File: config.mk
export PLATFORM = sky130hd
export DESIGN_NAME = uart_rx_sampler
export DESIGN_NICKNAME = d
export VERILOG_FILES = /design/src/rtl/uart_pkg.sv /design/src/rtl/sync_edge.sv /design/src/rtl/uart_rx_sampler.sv
export SDC_FILE = /design/constraint.sdc
export NUM_CORES = 1
export LEC_CHECK = 0
export CORE_MARGIN = 3
export CORE_UTILIZATION = 35
export CTS_CLUSTER_DIAMETER = 100
export CTS_CLUSTER_SIZE = 25
export DETAILED_ROUTE_END_ITERATION = 12
export HOLD_SLACK_MARGIN = 0.08
export SKIP_LAST_GASP = 1
export SYNTH_ARGS = -nofsm -noshare
export SYNTH_HDL_FRONTEND = slang
export SYNTH_SLANG_ARGS = --single-unit
File: constraint.sdc
create_clock -name clk -period 1.9 [get_ports clk]
set_input_delay 0.38 -clock clk [delete_from_list [all_inputs] [get_ports clk]]
set_output_delay 0.38 -clock clk [all_outputs]
set_load 0.01 [all_outputs]
File: src/rtl/uart_pkg.sv
`default_nettype none
// +--------------------------------------------------------------------+
// | uart_pkg: shared UART frame width, default oversampling, FSM states |
// | Rev 1.0                                                             |
// +--------------------------------------------------------------------+
package uart_pkg;

  localparam int DATA_W                = 8;
  localparam int DEFAULT_SAMPLING_RATE = 16;

  typedef enum logic [2:0] {
    IDLE  = 3'd0,
    START = 3'd1,
    DATA  = 3'd2,
    STOP  = 3'd3,
    BREAK = 3'd4
  } uart_state_t;

endpackage : uart_pkg
`default_nettype wire

File: src/rtl/sync_edge.sv
`default_nettype none
// +--------------------------------------------------------------------+
// | sync_edge: 2-flop synchronizer plus rising-edge detector            |
// | Rev 1.0                                                             |
// +--------------------------------------------------------------------+
module sync_edge #(
  parameter logic RESET_VAL = 1'b0
) (
  input  logic clk,
  input  logic reset,
  input  logic din,
  output logic rise
);

  // stage[1] is the synchronized level, stage[2] its one-cycle-old copy
  logic [2:0] stage;

  always_ff @(posedge clk) begin
    if (reset) begin
      stage <= {3{RESET_VAL}};
    end else begin
      stage <= {stage[1:0], din};
    end
  end

  assign rise = stage[1] & ~stage[2];

endmodule : sync_edge
`default_nettype wire

File: src/rtl/uart_rx_sampler.sv
`default_nettype none
// +--------------------------------------------------------------------+
// | uart_rx_sampler: 8N1 UART receiver oversampled by a synchronized    |
// | baud tick, all logic in the clk domain.  Rev 1.0                    |
// +--------------------------------------------------------------------+
module uart_rx_sampler
  import uart_pkg::*;
#(
  parameter int SAMPLING_RATE = DEFAULT_SAMPLING_RATE
) (
  input  logic              clk,
  input  logic              reset,
  input  logic              baud,
  input  logic              bit_in,
  output logic [DATA_W-1:0] data_received,
  output logic              received,
  output logic              receiving,
  output logic              framing_error
);

  localparam int                CNT_W     = $clog2(SAMPLING_RATE);
  localparam int                IDX_W     = $clog2(DATA_W);
  localparam logic [CNT_W-1:0]  HALF_LAST = CNT_W'(SAMPLING_RATE / 2 - 1);
  localparam logic [CNT_W-1:0]  FULL_LAST = CNT_W'(SAMPLING_RATE - 1);
  localparam logic [IDX_W-1:0]  LAST_IDX  = IDX_W'(DATA_W - 1);

  logic              tick;
  logic [1:0]        rx_sync;
  logic              rx_s;

  uart_state_t       state, state_n;
  logic [CNT_W-1:0]  cnt, cnt_n;
  logic [IDX_W-1:0]  bit_idx, bit_idx_n;
  logic [DATA_W-1:0] sh, sh_n;
  logic [DATA_W-1:0] data_n;
  logic              received_n, framing_error_n;

  sync_edge #(
    .RESET_VAL (1'b0)
  ) u_baud_sync (
    .clk   (clk),
    .reset (reset),
    .din   (baud),
    .rise  (tick)
  );

  // RX line resets to the idle (mark) level so reset never looks like a start bit
  always_ff @(posedge clk) begin
    if (reset) begin
      rx_sync <= 2'b11;
    end else begin
      rx_sync <= {rx_sync[0], bit_in};
    end
  end

  assign rx_s = rx_sync[1];

  always_ff @(posedge clk) begin
    if (reset) begin
      state         <= IDLE;
      cnt           <= '0;
      bit_idx       <= '0;
      sh            <= '0;
      data_received <= '0;
      received      <= 1'b0;
      framing_error <= 1'b0;
    end else begin
      state         <= state_n;
      cnt           <= cnt_n;
      bit_idx       <= bit_idx_n;
      sh            <= sh_n;
      data_received <= data_n;
      received      <= received_n;
      framing_error <= framing_error_n;
    end
  end

  always_comb begin
    state_n         = state;
    cnt_n           = cnt;
    bit_idx_n       = bit_idx;
    sh_n            = sh;
    data_n          = data_received;
    received_n      = 1'b0;
    framing_error_n = 1'b0;
    if (tick) begin
      case (state)
        IDLE: begin
          if (!rx_s) begin
            state_n = START;
            cnt_n   = '0;
          end
        end
        START: begin
          if (cnt == HALF_LAST) begin
            cnt_n = '0;
            // A line back high at mid start bit was only a glitch
            if (!rx_s) begin
              state_n   = DATA;
              bit_idx_n = '0;
            end else begin
              state_n = IDLE;
            end
          end else begin
            cnt_n = cnt + 1'b1;
          end
        end
        DATA: begin
          if (cnt == FULL_LAST) begin
            cnt_n = '0;
            sh_n  = {rx_s, sh[DATA_W-1:1]};
            if (bit_idx == LAST_IDX) begin
              state_n = STOP;
            end else begin
              bit_idx_n = bit_idx + 1'b1;
            end
          end else begin
            cnt_n = cnt + 1'b1;
          end
        end
        STOP: begin
          if (cnt == FULL_LAST) begin
            cnt_n = '0;
            if (rx_s) begin
              data_n     = sh;
              received_n = 1'b1;
              state_n    = IDLE;
            end else begin
              framing_error_n = 1'b1;
              state_n         = BREAK;
            end
          end else begin
            cnt_n = cnt + 1'b1;
          end
        end
        BREAK: begin
          // Wait for the line to return to mark so a held-low line cannot retrigger
          if (rx_s) begin
            state_n = IDLE;
          end
        end
        default: begin
          state_n = IDLE;
        end
      endcase
    end
  end

  assign receiving = (state == START) || (state == DATA) || (state == STOP);

endmodule : uart_rx_sampler
`default_nettype wire

==> results of run 1 <==
synthesized netlist by cell type (2+ instances only):
library cell	n
a21oi_1	4
buf_2	2
clkbuf_1	5
dfxtp_1	33
ha_1	3
mux2i_1	20
nand2_1	8
nand2b_1	7
nand3_1	3
nor2_1	22
nor2b_1	5
nor3_1	3
nor4_1	2
or2_2	2
or4_1	3
critical path: stages, from the launching register on:
cell	delay [ns]
dfxtp_4	0.41
nor2_1	0.08
nor2_1	0.13
clkdlybuf4s50_1	0.55
cells by family after synthesis:
family	count (synthesis)
flops	33
buf+inv	9
compound gates	14
mux	20
simple gates	63
xor+xnor	1
fa+ha+maj	3
power breakdown:
group	internal, mW	switching [mW]
Clock	0.287	0.234
Sequential	0.695	0.00356
Combinational	0.0174	0.0189
Total	1.00	0.257
registers in the layout (all words and copies together), names as in the netlist:
signal and flops:
data_received 8, state 3, bit_idx 3, sh 8
received 1, u_baud_sync.stage 3, framing_error 1, rx_sync 2
cnt 4
routing by layer:
metal,global-route usage [%],routed length (um),up-vias
met1,16.2,1350,500
met5,0,0,-
met4,5.21,46,0
li1,-,-,541
met3,4.64,106,5
met2,21.8,1400,18
worst paths after layout:
| kind | startpoint | end | slack, ns | cells past startpoint |
|---|---|---|---|---|
| max | state[1]$_SDFFE_PP0P_ | receiving | 0.07 | 3 |
| min | rx_sync[0]$_SDFF_PP1_ | rx_sync[1]$_SDFF_PP1_ | 0.41 | 1 |
| max reg2reg | cnt[0]$_SDFFE_PP0P_ | sh[6]$_SDFFE_PP0P_ | 0.17 | 6 |
| min reg2reg | rx_sync[0]$_SDFF_PP1_ | rx_sync[1]$_SDFF_PP1_ | 0.41 | 1 |
what timing repair did:
| item | CTS | global route |
|---|---|---|
| endpoints found under the setup margin | 1 | 3 |
| gates resized for setup | 1 | 3 |
| hold buffers | 0 | 0 |
| endpoints found under the hold margin | 0 | 0 |
cell type report:
class                      count  area (um^2)
sequential                    33          666
tap                           48         60.1
multi-input combinational    101          693
clock buffer                   7         86.3
fill                         381         2030
timing repair buffer          22          213
==> impl_results.md, run 1 <==
* Outcome: complete, no violations
* Synth Area in Simple Gates at 24.0%
* Leading cell type in the layout, fill and taps excluded: dfxtp_1
* Clk root buf: clkbuf_8
* Mean post-synth cell area at 9.78 um^2
* Max Transition Viols Final at 0
* Area share of the largest cell type after synthesis at 47.2%
* Die span in x at 69.2 um
* Post-detail-place hpwl at 2.05 mm
* Post-synthesis mux area share at 14.3%
* Clock skew at 0.00393 ns
* Worst slack, placed at 0.0674 ns
* Post-layout min period at 1.83 ns
* Via count at 1064
* Largest net degree at the start of global routing at 17
* GRT Residual Overflow at 0
* PwrDens at 731 nW/um^2
* Routed wire length at 2.91 mm
* Final Power at 1.26 mW
* Most frequent cells in the layout: dfxtp_1 (31), nor2_1 (22), mux2i_1 (20)
* Max_slew headroom at 71.9%
* Die Span Y at 69.2 um
* Post-Syn Nets at 150
* Ys Warns at 0
* Core Box Area at 3740 um^2
* WP data arrival at 1.45 ns
* Placed cell areas at 1620 um^2
* Final Cycle Share at 96.2%
* Initial antenna violation count at 0
* Mapped Cells at 143
* Die area at 4790 um^2
* Drt via density at 5.04
* Post-synth top flop: dfxtp_1
* Number of buffers added on ports at 14
* Final hold vios at 0
* Number of inserted diodes at 0
* RSZ-0062 raised after global routing: false
* Net count, final at 170
* Crit path kind: flip-flop to output port
* Max-cap violations at 0
* GRT Total Usage at 13.4%
* Crit. End Element: output port
* Mapped cell area at 1400 um^2
* Post-synthesis xor/xnor area fraction at 1.16%
* Synth-to-Final Area Change at 22.8%
* Sequential area share after synthesis at 47.2%
* Final Cell Area at 1720 um^2
* Worst Hold Slack at 0.408 ns
* Setup TNS at 0 ns
* Distinct cells, synth at 36
* Share of cells above drive strength 1 at 14.1%
* Final non-filler cell total at 211
* Async set-reset flop share out of synthesis at 0%
* Worst Path Max Fanout at 9
* Buffer depth of the longest clock path at 2
* Largest cells by area after synthesis: dfxtp_1 (47%), mux2i_1 (14%), nor2_1 (5.9%)
* Clock Pin Slew Worst Setup and Hold Paths at 0.06 ns
* H-tree levels at 2
* Leak at 0.687 nW
* # DRC at 0
* Max IR drop VDD at 0.488 mV
* Startpoint types: flip-flop
* Num rows at 22
* Hold crit path type: flip-flop to flip-flop
* Routed WL per cell at 13.8 um
* Critical Path RT at 1.52 ns
* TritonCTS Buffers at 5
* Number of flops mapped to enable cells by yosys at 0
* Yosys reg bits at 33
* IO Pins at 15
* Slew @ Worst Pin at 0.422 ns
* Starting Density at 37.4%
* Fmax at 547 MHz
* Clk sinks at 33
* Synth Area in Compound Gates at 7.25%
* CTS tree: done
* Routability cong. at 0.775
* First-pass GRT wire length at 5.15 mm
* Final antenna-violating net count at 0
* Post-CTS setup buffers at 0
* Adder-cell area share of the yosys netlist at 2.68%
* Cells after DPL at 204
* Worst-Skew Late Latency at 0.28 ns
* Vias in the first global route at 1126
* Worst Slack Setup Final at 0.0727 ns
* Setup violators final at 0
* Area leader, netlist: dfxtp_1
* Drt first pass iters at 4
* Main combinational cell family by area after synthesis: simple AND/OR/NAND/NOR gates
* Final Util at 45.9%
* Detailed Route Iter0 Violations at 45
Note: power is estimated with default switching activity, not from simulation.
==> run 2: changes to the inputs <==
Settings changed: DONT_BUFFER_PORTS set to 1.
==> impl_results.md, run 2 (synthesis results as in run 1) <==
* Startpoint types: flip-flop (unchanged)
* Final antenna-violating net count at 0 (unchanged)
* Outcome: complete, no violations (unchanged)
* Clk sinks at 33 (unchanged)
* Final Cycle Share at 92.7% (was 96.2%)
* Clock skew at 0.00453 ns (was 0.00393 ns)
* Combinational group share of total power at 1.1% (was 2.9%)
* Vias in the first global route at 966 (was 1126)
* Die span in x at 69.2 um (unchanged)
* Max Transition Viols Final at 0 (unchanged)
* Biggest regs: data_received: 8 flops, sh: 8 flops, cnt: 4 flops (unchanged)
* PwrDens at 874 nW/um^2 (was 731 nW/um^2)
* Routed WL per cell at 13.0 um (was 13.8 um)
* Switching power of the nets at 0.244 mW (was 0.257 mW)
* RSZ-0062 raised after global routing: false (unchanged)
* Fmax at 568 MHz (was 547 MHz)
* R2r startpoint: cnt[0]$_SDFFE_PP0P_ (unchanged)
* Max-cap violations at 0 (unchanged)
* Leading cell type in the layout, fill and taps excluded: dfxtp_1 (unchanged)
* Num rows at 22 (unchanged)
* # DRC at 0 (unchanged)
* Crit path from: cnt[0]$_SDFFE_PP0P_ (was state[1]$_SDFFE_PP0P_)
* Starting Density at 37.4% (unchanged)
* GRT Total Usage at 11.6% (was 13.4%)
* Final Power at 1.38 mW (was 1.26 mW)
* Routed wire length at 2.53 mm (was 2.91 mm)
* Critical Path RT at 2.08 ns (was 1.52 ns)
* Clk root buf: clkbuf_8 (unchanged)
* Max IR drop VDD at 0.519 mV (was 0.488 mV)
* Crit. End Element: flip-flop (was output port)
* Leak at 0.635 nW (was 0.687 nW)
* Slew @ Worst Pin at 0.454 ns (was 0.422 ns)
* Post-layout min period at 1.76 ns (was 1.83 ns)
* Routability cong. at 0.863 (was 0.775)
* Share of cells above drive strength 1 at 13.0% (was 14.1%)
* IO Pins at 15 (unchanged)
* Setup TNS at 0 ns (unchanged)
* H-tree levels at 2 (unchanged)
* Crit path kind: flip-flop to flip-flop (was flip-flop to output port)
* WP data arrival at 1.94 ns (was 1.45 ns)
* Initial antenna violation count at 0 (unchanged)
* GRT Residual Overflow at 0 (unchanged)
* Cts-stage hold buffer count at 0 (unchanged)
* Number of inserted diodes at 0 (unchanged)
* Core Box Area at 3740 um^2 (unchanged)
* Drt via density at 5.19 (was 5.04)
* Net count, final at 152 (was 170)
* Net Sw Frac at 17.7% (was 20.4%)
* Setup violators final at 0 (unchanged)
* Hold crit path type: primary input to flip-flop (was flip-flop to flip-flop)
* HP Start: reset (was rx_sync[0]$_SDFF_PP1_)
* Sequential fraction of design power at 50.9% (was 55.6%)
* Die area at 4790 um^2 (unchanged)
* Die Span Y at 69.2 um (unchanged)
* Detailed Route Iter0 Violations at 78 (was 45)
* First-pass GRT wire length at 4.42 mm (was 5.15 mm)
* Max_slew headroom at 69.7% (was 71.9%)
* Buffer depth of the longest clock path at 2 (unchanged)
* Via count at 1007 (was 1064)
* Clock power share at 48.0% (was 41.5%)
* Drt first pass iters at 4 (unchanged)
* Most frequent cells in the layout: dfxtp_1 (31), nor2_1 (22), mux2i_1 (20) (unchanged)
* CTS tree: done (unchanged)
* TritonCTS Buffers at 5 (unchanged)
* Worst Path Max Fanout at 8 (was 9)
* Largest net degree at the start of global routing at 35 (was 17)
* Post-detail-place hpwl at 1.73 mm (was 2.05 mm)
* Number of buffers added on ports at 0 (was 14)
* Worst-Skew Late Latency at 0.28 ns (about the same)
* Internal Power at 1.13 mW (was 1.00 mW)
* Final hold vios at 0 (unchanged)
* Synth-to-Final Area Change at 12.4% (was 22.8%)
* Clock Pin Slew Worst Setup and Hold Paths at 0.06 ns (about the same)
==> run 2: cell count changes in the layout (fill, tap and decap cells not counted), sizes merged <==
cell           change
clkdlybuf4s50     -14
bufinv             +1
buf                -4
==> run 2: final timing paths <==
kind | to | slack, ns | cells past startpoint
setup / recovery | sh[5]$_SDFFE_PP0P_ | 0.14 | 6
setup reg to reg | sh[5]$_SDFFE_PP0P_ | 0.14 | 6
hold / removal | cnt[3]$_SDFFE_PP0P_ | 0.16 | 1
hold reg to reg | rx_sync[1]$_SDFF_PP1_ | 0.41 | 1
==> run 2: layer usage <==
layer,track usage (%),share of wire [%],up-vias
li1,-,-,509
met1,13.8,45,476
met2,17.6,48,17
met3,5.51,6.0,5
met4,5.21,0.91,0
met5,0,0,-
==> run 2: stage by stage <==
step	cells	util, %	worst slack [ns]	hold WS [ns]	instance area [um^2]
after global placement	186	38.8	0.109	0.394	1450
after detailed placement	186	38.8	0.118	0.396	1450
final	194	42.0	0.139	0.164	1570
after CTS	194	41.9	0.0981	0.150	1570
after floorplan	143	-	0.174	0.389	1400
after global routing	194	42.0	0.00370	0.144	1570
==> run 2: critical path, cell delays in order (launching register included) <==
cell and delay [ns]:
dfxtp_1 0.37, ha_1 0.29, nand4b_1 0.16, or4_1 0.43
buf_4 0.20, mux2i_1 0.16, nor2_1 0.05
==> run 2: power by group through the flow <==
stage,registers (mW),clock network [mW],logic (mW)
floorplan,0.714,0,0.0196
global placement,0.715,0,0.0146
detailed placement,0.715,0,0.0148
CTS,0.700,0.685,0.0148
global route,0.700,0.720,0.0161
finish,0.700,0.660,0.0148
==> run 2: what timing repair did <==
action / in CTS / in global routing
setup buffers: 0 / 0
setup endpoints to repair: 0 / 1
gates resized for setup: 0 / 2
==> run 2: area by class of cell <==
| class | count | area [um^2] |
|---|---|---|
| Fill cell | 371 | 2170 |
| Clock inverter | 1 | 30.0 |
| Clock buffer | 7 | 86.3 |
| Multi-Input combinational cell | 101 | 691 |
| Tap cell | 48 | 60.1 |
| Timing Repair Buffer | 4 | 42.5 |
| Sequential cell | 33 | 663 |
==> run 3: changes to the inputs <==
Settings changed: PLACE_DENSITY set to 0.57.
==> impl_results.md, run 3 (synthesis results as in run 1) <==
* Crit-path cells: ha_1, nand4b_1, or4_1, buf_4, mux2i_1, nor2_1 (unchanged)
* Biggest regs: data_received: 8 flops, sh: 8 flops, cnt: 4 flops (unchanged)
* Drt first pass iters at 4 (unchanged)
* Final Power at 1.38 mW (about the same)
* Routed wire length at 2.62 mm (was 2.53 mm)
* Final Util at 42.2% (was 42.0%)
* Top delay family on crit path: simple AND/OR/NAND/NOR gates (unchanged)
* Worst Reg-to-Reg Cells at 6 (unchanged)
* Cells after DPL at 187 (was 186)
* Number of buffers added on ports at 0 (unchanged)
* Clock skew at 0.00359 ns (was 0.00453 ns)
* GRT Residual Overflow at 0 (unchanged)
* Die area at 4790 um^2 (unchanged)
* Initial antenna violation count at 0 (unchanged)
* CP bufs+invs at 1 (unchanged)
* CP max stage delay at 0.42 ns (was 0.43 ns)
* Max-cap violations at 0 (unchanged)
* Via count at 1015 (was 1007)
* Setup violators final at 0 (unchanged)
* RSZ-0062 raised after global routing: false (unchanged)
* FILL cells at 394 (was 371)
* PwrDens at 873 nW/um^2 (was 874 nW/um^2)
* Max Transition Viols Final at 0 (unchanged)
* Number of inserted diodes at 0 (unchanged)
* Worst Hold Slack at 0.166 ns (was 0.164 ns)
* WP data arrival at 1.93 ns (was 1.94 ns)
* Critical Path RT at 2.07 ns (was 2.08 ns)
* Routability cong. at 0.830 (was 0.863)
* Vias in the first global route at 996 (was 966)
* Startpoint types: flip-flop (unchanged)
* Outcome: complete, no violations (unchanged)
* TritonCTS Buffers at 5 (unchanged)
* # DRC at 0 (unchanged)
* Placed cell areas at 1460 um^2 (was 1450 um^2)
* Leading cell type in the layout, fill and taps excluded: dfxtp_1 (unchanged)
* Routed WL per cell at 13.4 um (was 13.0 um)
* Synth-to-Final Area Change at 12.9% (was 12.4%)
* Post-CTS setup buffers at 0 (unchanged)
* Final hold vios at 0 (unchanged)
* Post-layout min period at 1.76 ns (about the same)
* Starting Density at 37.4% (unchanged)
* Worst Slack Setup Final at 0.143 ns (was 0.139 ns)
* Clk sinks at 33 (unchanged)
* Setup TNS at 0 ns (unchanged)
* Crit path kind: flip-flop to flip-flop (unchanged)
* Num rows at 22 (unchanged)
* Fmax at 569 MHz (was 568 MHz)
* Final non-filler cell total at 195 (was 194)
* H-tree levels at 2 (unchanged)
* CP max-delay cell: or4_1 (unchanged)
* Final antenna-violating net count at 0 (unchanged)
* CTS tree: done (unchanged)
* Leak at 0.640 nW (was 0.635 nW)
* First-pass GRT wire length at 4.57 mm (was 4.42 mm)
* Post-detail-place hpwl at 1.77 mm (was 1.73 mm)
* Drt via density at 5.21 (was 5.19)
* Clock Pin Slew Worst Setup and Hold Paths at 0.06 ns (about the same)
* Max IR drop VDD at 0.448 mV (was 0.519 mV)
* GRT Total Usage at 11.9% (was 11.6%)
* Register area at 662 um^2 (was 663 um^2)
* Hold crit path type: primary input to flip-flop (unchanged)
* Cell count along the critical path at 6 (unchanged)
* Worst-Skew Late Latency at 0.28 ns (about the same)
* Final Cell Area at 1580 um^2 (was 1570 um^2)
* Final Cycle Share at 92.5% (was 92.7%)
* Most frequent cells in the layout: dfxtp_1 (32), nor2_1 (22), mux2i_1 (20) (was dfxtp_1 (31), nor2_1 (22), mux2i_1 (20))
* Die span in x at 69.2 um (unchanged)
* Clk root buf: clkbuf_8 (unchanged)
* Slew @ Worst Pin at 0.471 ns (was 0.454 ns)
* Buffer depth of the longest clock path at 2 (unchanged)
* Die Span Y at 69.2 um (unchanged)
* IO Pins at 15 (unchanged)
* Max_slew headroom at 68.6% (was 69.7%)
* Cts-stage hold buffer count at 0 (unchanged)
* Largest net degree at the start of global routing at 35 (unchanged)
* Share of cells above drive strength 1 at 12.9% (was 13.0%)
* Multi-input logic area at 691 um^2 (unchanged)
* Hold Path Depth at 1 (unchanged)
* Post-CTS sizing at 0 (unchanged)
* Crit. End Element: flip-flop (unchanged)
* Detailed Route Iter0 Violations at 61 (was 78)
* Core Box Area at 3740 um^2 (unchanged)
* Net count, final at 153 (was 152)
* Worst Path Max Fanout at 8 (unchanged)
* Worst slack, placed at 0.123 ns (was 0.118 ns)
-- run 3: routing by layer --
layer / share of wire [%] / GRT usage (%) / vias up / routed length, um
li1: - / - / 507 / -
met1: 46 / 14.4 / 478 / 1210
met2: 46 / 17.6 / 28 / 1200
met3: 7.2 / 6.67 / 2 / 188
met4: 0.69 / 4.56 / 0 / 18
met5: 0 / 0 / - / 0
-- run 3: worst register-to-register path, stage by stage (launching register included) --
cell	delay [ns]
dfxtp_1	0.37
ha_1	0.30
nand4b_1	0.16
or4_1	0.42
buf_4	0.20
mux2i_1	0.16
nor2_1	0.05
-- run 3: final timing paths --
check	slack [ns]	from	end
setup / recovery	0.14	cnt[0]$_SDFFE_PP0P_	sh[5]$_SDFFE_PP0P_
hold / removal	0.17	reset	cnt[2]$_SDFFE_PP0P_
setup reg to reg	0.14	cnt[0]$_SDFFE_PP0P_	sh[5]$_SDFFE_PP0P_
hold reg to reg	0.42	rx_sync[0]$_SDFF_PP1_	rx_sync[1]$_SDFF_PP1_
-- run 3: power by group --
part / switching (mW) / internal (mW)
logic: 0.00686 / 0.00792
clock network: 0.237 / 0.427
registers: 0.00344 / 0.696
-- run 3: cell type report --
class,instances,area share (%)
sequential,33,41.9
clock inverter,1,1.90
clock buffer,7,5.47
tap,48,3.80
timing repair buffer,5,3.17
multi-input combinational,101,43.7
